<file path="config.mk">
export PLATFORM = sky130hd
export DESIGN_NAME = lead_one_norm_pipe
export DESIGN_NICKNAME = d
export VERILOG_FILES = /design/src/rtl/lead_one_norm_pipe.sv
export SDC_FILE = /design/constraint.sdc
export NUM_CORES = 1
export LEC_CHECK = 0
export CAP_MARGIN = 20
export CORE_MARGIN = 10
export CORE_UTILIZATION = 30
export DETAILED_ROUTE_END_ITERATION = 16
export PLACE_DENSITY = 0.52
export SETUP_SLACK_MARGIN = 0.15
export SLEW_MARGIN = 15
export SYNTH_ARGS = -nofsm -noshare
export SYNTH_HDL_FRONTEND = slang
export SYNTH_SLANG_ARGS = --single-unit
</file>
<file path="constraint.sdc">
create_clock -name i_clk -period 2.94 [get_ports i_clk]
set_clock_uncertainty 0.1 [all_clocks]
set_input_delay 0.588 -clock i_clk [delete_from_list [all_inputs] [get_ports i_clk]]
set_output_delay 0.588 -clock i_clk [all_outputs]
set_load 0.005 [all_outputs]
</file>
<file path="src/rtl/lead_one_norm_pipe.sv">
// Leading/trailing one detector with normaliser, elastic valid/ready pipeline.
// Trailing-one searches bit-reverse the operand on entry, so every stage runs
// the same leading-zero binary search. The final reverse on the output
// restores the LSB-aligned result. Each tree level tests whether the top
// 2^b bits of the working window are clear. If they are, it sets count bit b
// and shifts the window left by 2^b. The shift is therefore complete once
// the last level has run.
module lead_one_norm_pipe #(
    parameter int WIDTH     = 32,
    parameter int BIT_WIDTH = $clog2(WIDTH),
    parameter int STAGES    = 2,
    parameter int TAG_WIDTH = 4
) (
    input  logic                 i_clk,
    input  logic                 i_rst_n,
    input  logic                 i_valid,
    output logic                 o_ready,
    input  logic [WIDTH-1:0]     i_data,
    input  logic                 i_mode,
    input  logic [TAG_WIDTH-1:0] i_tag,
    output logic                 o_valid,
    input  logic                 i_ready,
    output logic [BIT_WIDTH-1:0] o_count,
    output logic                 o_zero,
    output logic [WIDTH-1:0]     o_norm,
    output logic [TAG_WIDTH-1:0] o_tag
);

    localparam logic [WIDTH-1:0] ONES = '1;

    function automatic logic [WIDTH-1:0] bit_rev(input logic [WIDTH-1:0] d);
        logic [WIDTH-1:0] r;
        for (int i = 0; i < WIDTH; i++) begin
            r[i] = d[WIDTH-1-i];
        end
        return r;
    endfunction

    // Per-stage registers. The window is held in the search (possibly reversed) domain.
    logic [STAGES-1:0]    r_valid;
    logic [WIDTH-1:0]     r_win  [STAGES];
    logic [BIT_WIDTH-1:0] r_cnt  [STAGES];
    logic                 r_mode [STAGES];
    logic                 r_zero [STAGES];
    logic [TAG_WIDTH-1:0] r_tag  [STAGES];

    // Next-stage values after this stage's share of the tree levels.
    logic [STAGES-1:0]    w_in_valid;
    logic [WIDTH-1:0]     w_win  [STAGES];
    logic [BIT_WIDTH-1:0] w_cnt  [STAGES];
    logic                 w_mode [STAGES];
    logic                 w_zero [STAGES];
    logic [TAG_WIDTH-1:0] w_tag  [STAGES];

    // w_go: stage hands its contents on this cycle; w_load: stage may capture.
    logic [STAGES-1:0]    w_go;
    logic [STAGES-1:0]    w_load;

    // Backpressure chain, resolved from the output end toward the input.
    always_comb begin
        w_go = '0;
        w_go[STAGES-1] = r_valid[STAGES-1] & i_ready;
        for (int s = STAGES - 2; s >= 0; s--) begin
            w_go[s] = r_valid[s] & (~r_valid[s+1] | w_go[s+1]);
        end
        w_load = ~r_valid | w_go;
    end

    // Stage inputs and the tree levels owned by each stage, split evenly.
    always_comb begin
        int p;
        int lo;
        int hi;
        int sh;
        for (int s = 0; s < STAGES; s++) begin
            p  = (s == 0) ? 0 : s - 1;
            lo = (s * BIT_WIDTH) / STAGES;
            hi = ((s + 1) * BIT_WIDTH) / STAGES;
            if (s == 0) begin
                w_in_valid[s] = i_valid;
                w_win[s]      = i_mode ? bit_rev(i_data) : i_data;
                w_cnt[s]      = '0;
                w_mode[s]     = i_mode;
                w_zero[s]     = (i_data == '0);
                w_tag[s]      = i_tag;
            end else begin
                w_in_valid[s] = r_valid[p];
                w_win[s]      = r_win[p];
                w_cnt[s]      = r_cnt[p];
                w_mode[s]     = r_mode[p];
                w_zero[s]     = r_zero[p];
                w_tag[s]      = r_tag[p];
            end
            for (int k = 0; k < BIT_WIDTH; k++) begin
                sh = 1 << (BIT_WIDTH - 1 - k);
                if (k >= lo && k < hi && (w_win[s] & ~(ONES >> sh)) == '0) begin
                    w_win[s] = w_win[s] << sh;
                    w_cnt[s][BIT_WIDTH-1-k] = 1'b1;
                end
            end
        end
    end

    // Pipeline registers. Payload is captured only with a valid transaction,
    // so an emptied last stage keeps showing the last delivered result.
    always_ff @(posedge i_clk or negedge i_rst_n) begin
        if (!i_rst_n) begin
            r_valid <= '0;
            for (int s = 0; s < STAGES; s++) begin
                r_win[s]  <= '0;
                r_cnt[s]  <= '0;
                r_mode[s] <= 1'b0;
                r_zero[s] <= 1'b0;
                r_tag[s]  <= '0;
            end
        end else begin
            for (int s = 0; s < STAGES; s++) begin
                if (w_load[s]) begin
                    r_valid[s] <= w_in_valid[s];
                    if (w_in_valid[s]) begin
                        r_win[s]  <= w_win[s];
                        r_cnt[s]  <= w_cnt[s];
                        r_mode[s] <= w_mode[s];
                        r_zero[s] <= w_zero[s];
                        r_tag[s]  <= w_tag[s];
                    end
                end
            end
        end
    end

    assign o_ready = w_load[0];
    assign o_valid = r_valid[STAGES-1];
    assign o_count = r_cnt[STAGES-1];
    assign o_zero  = r_zero[STAGES-1];
    assign o_tag   = r_tag[STAGES-1];
    assign o_norm  = r_mode[STAGES-1] ? bit_rev(r_win[STAGES-1]) : r_win[STAGES-1];

endmodule

</file>
==> metrics list <==
- Distinct cell type count after synthesis: 46
- Max transition margin: 44.9%
- Endpoint arrival time on the critical path: 2.81 ns
- Combinational cells account for between 30% and 40% of the total power.
- The share of total power dissipated in sequential elements is around 37%.
- After floorplanning, the core was sized to cover 18600 um^2.
- Leakage Power: 0.00294 uW
* Depth of the worst register-to-register path: 6
* Register-to-Register Setup Slack: 0.59 ns
- Share of power burned in the clock network: between 20% and 30%
- Tightest Pin Transition: between 0.8 and 0.9 ns
- Row generation in the floorplan step produced 50 rows.
- First-pass GRT wire length: around 27 mm
* Dominant cell by count in the synthesized netlist: nand2_1
- The clock reaches the later pin of the worst-skew pair after 0.34 ns.
- TritonCTS built the clock tree.
* Root Driver: clkbuf_16
- Kind of critical path: in -> reg
* Switching portion of total power: roughly a third
- By area the synthesized netlist is led by dfrtp_1 38%, mux2i_1 11%, mux2_2 11%, nand2_1 8.9%, nor2_1 3.8%.
* Timing-limited maximum frequency: around 370 MHz
* Worst setup slack after layout: 0.244 ns
- The detailed router finished its first iteration with 323 violations.
* Nets in the synthesized netlist: 676
* Total wire length: between 15 and 20 mm
- Internal power comes to roughly 3000 uW.
* Commonest cells in the netlist: 134 x nand2_1, 85 x dfrtp_1, 64 x mux2i_1
- Status: finished clean
* Setup Fix Bufs, Post-CTS: 0
- Area of the mapped netlist: between 5000 and 6000 um^2
- The net count of the finished layout is roughly 740.
- The synthesized design contains 85 register bits.
- In the synthesized netlist the async set-or-reset flop fraction comes to 100%.
* Register area share after synthesis: 37.5%
- For the worst setup path, the data required time is around 3.1 ns.
* Type of the worst min-delay path: in -> async
* Crit path launch type: input port
* Remaining DRCs: 0
- The clock passes through at most 2 buffers.
* Horiz. Die Dim: ~160 um
- Switching power of the nets: 1390 uW
- TritonCTS Buffers: 9
- Peak supply drop: 0.000268 V
* Power per Cell Area: between 600 and 700 nW/um^2
- Half-perimeter wire length after placement: 12.4 mm
- Antenna violations before repair: 0
- RSZ-0062 raised after global routing: false
* Count of flip-flops with a built-in enable after synthesis: 0
- Via density per instance: approximately 5.2
* Number of failing setup endpoints in the final timing report: 0
- The die covers approximately 25000 um^2.
- Pre-Repair DR Iteration Count: 5
- The number of global-route vias before repair came to just under 5000.
- Crit end category: flip-flop
- Worst R2R Start: r_win[63]$_DFFE_PN0P_
- Post-placement setup slack: -0.0181 ns
* Maximum level of the CTS H-tree: 3
* Ant. Diodes: 0
- Summed over all layers, the global routing overflow is 0.
- Post-CTS clock slew at the launch and capture registers of the worst setup and hold paths: about 0.060 ns
- The area growth from synthesis to layout is 23.1%.
- The max-slew violation count came to 0.
- In this run the biggest area consumer among cell types represents roughly 38% of the synthesized area.
* Post-route antenna net violation count: 0
- The initial utilization of the core area, before any placement, comes to between 30% and 40%.
* Vias: ~4800
* Startpoint of the most critical setup path: i_data[15]
- Fraction of the cycle the final worst path needs: 91.7%
* Pin count of the biggest net entering global routing: 60
* Number of synthesis warnings: 0
- Hold slack: 0.116 ns
- The hold violation total from the final report was 0.
- Dividing the detail-routed wire length by the instance count gives ~17 um.
* Max FO, Critical Path: 17
- During placement, the flow inserted port buffers numbering 84.
- Worst reg2reg endpoint: r_win[20]$_DFFE_PN0P_
- Overall power consumption after layout is estimated at 4380 uW.
- In the synthesized netlist the dominant register cell turns out to be dfrtp_1.
- Mean cell area of the mapped netlist: approximately 8.9 um^2
- Total of cells resized after clock tree synthesis: 0
* Die Height: around 160 um
- CTS hold repair buffers: 0
* Gp weighted congestion: 0.864
* Share of post-route cells with drive strength above 1: ~15%
* Total clock sinks: 85
- GRT Resource Usage Total: a little over an eighth
- Post-synthesis cell count: between 600 and 700
* Number of placed I/O pins: 85
- Number of max-cap violations: 0
* Library cell with the largest summed area after synthesis: dfrtp_1
- The worst path needs 2.70 ns of the cycle, external delays included.
[worst max-delay path by stage]
stage | end | cells after the start
global placement | r_win[52]$_DFFE_PN0P_ | 7
global route | r_win[52]$_DFFE_PN0P_ | 7
floorplan | r_win[48]$_DFFE_PN0P_ | 6
finish | r_win[52]$_DFFE_PN0P_ | 7
CTS | o_norm[10] | 3
detailed placement | r_win[52]$_DFFE_PN0P_ | 7
[power by group through the flow]
stage	registers, uW	logic [uW]	clock network, uW
6_report	1620	1630	1120
5_1_grt	1670	1820	1210
4_1_cts	1620	1670	1160
3_5_place_dp	1640	1660	0
3_3_place_gp	1630	1640	0
2_1_floorplan	1560	987	0
[state kept, by name, summed over array words and instances (netlist names)]
signal   count
r_tag        4
r_zero       1
r_cnt        2
o_count      5
o_zero       1
r_mode       2
r_win       64
r_valid      2
o_tag        4
[metrics by stage]
stage                     util, %  cell area [um^2]  setup TNS, ns  instances
after floorplan                 -              5670              0        635
after global placement       35.9              6690        -0.0631        917
after detailed placement     35.9              6690        -0.0181        917
after CTS                    37.4              6980              0        932
after global routing         37.4              6980              0        932
final                        37.4              6980              0        932
[cells in the final DEF (no fill, tap or decap), drive strengths merged, types with 8 or more instances in the layout]
cell / count
mux2: 56
a221o: 8
dfrtp: 85
buf: 20
nor2b: 8
clkdlybuf4s50: 82
nor2: 60
and3: 20
mux2i: 64
a221oi: 16
nand2: 134
o21ai: 45
o31ai: 9
a21oi: 29
clkbuf: 10
[cell type report]
class	count	area, um^2
well taps	234	293
fillers	1886	11700
clock buffers	10	229
repair buffers	102	1030
clock inverters	5	61.3
multi-input cells	496	3230
flip-flops and latches	85	2130
[per-layer routing]
metal  routed length (um)  GRT usage (%)  part of all wire (%)
met4                  119           2.98                  0.73
met3                 1020           3.96                   6.3
met2                 7100           19.8                    44
met1                 7990           18.5                    49
met5                    0              0                     0
[logic make-up after synthesis]
group,after synthesis,share of synthesized area [%]
AO/OA/AOI/OAI,123,14.5
buffers and inverters,54,5.45
flip-flops,85,37.5
multiplexers,120,22.4
AND/OR/NAND/NOR,253,20.1
[worst max-delay path, cell delays in order]
cell and delay, ns:
clkdlybuf4s50_1 0.50, nor4_2 0.43, nand3b_1 0.14, a211oi_2 0.37, o21ai_4 0.20, a221oi_1 0.48
nor2_1 0.09
Power figures use the tool's default switching activity.
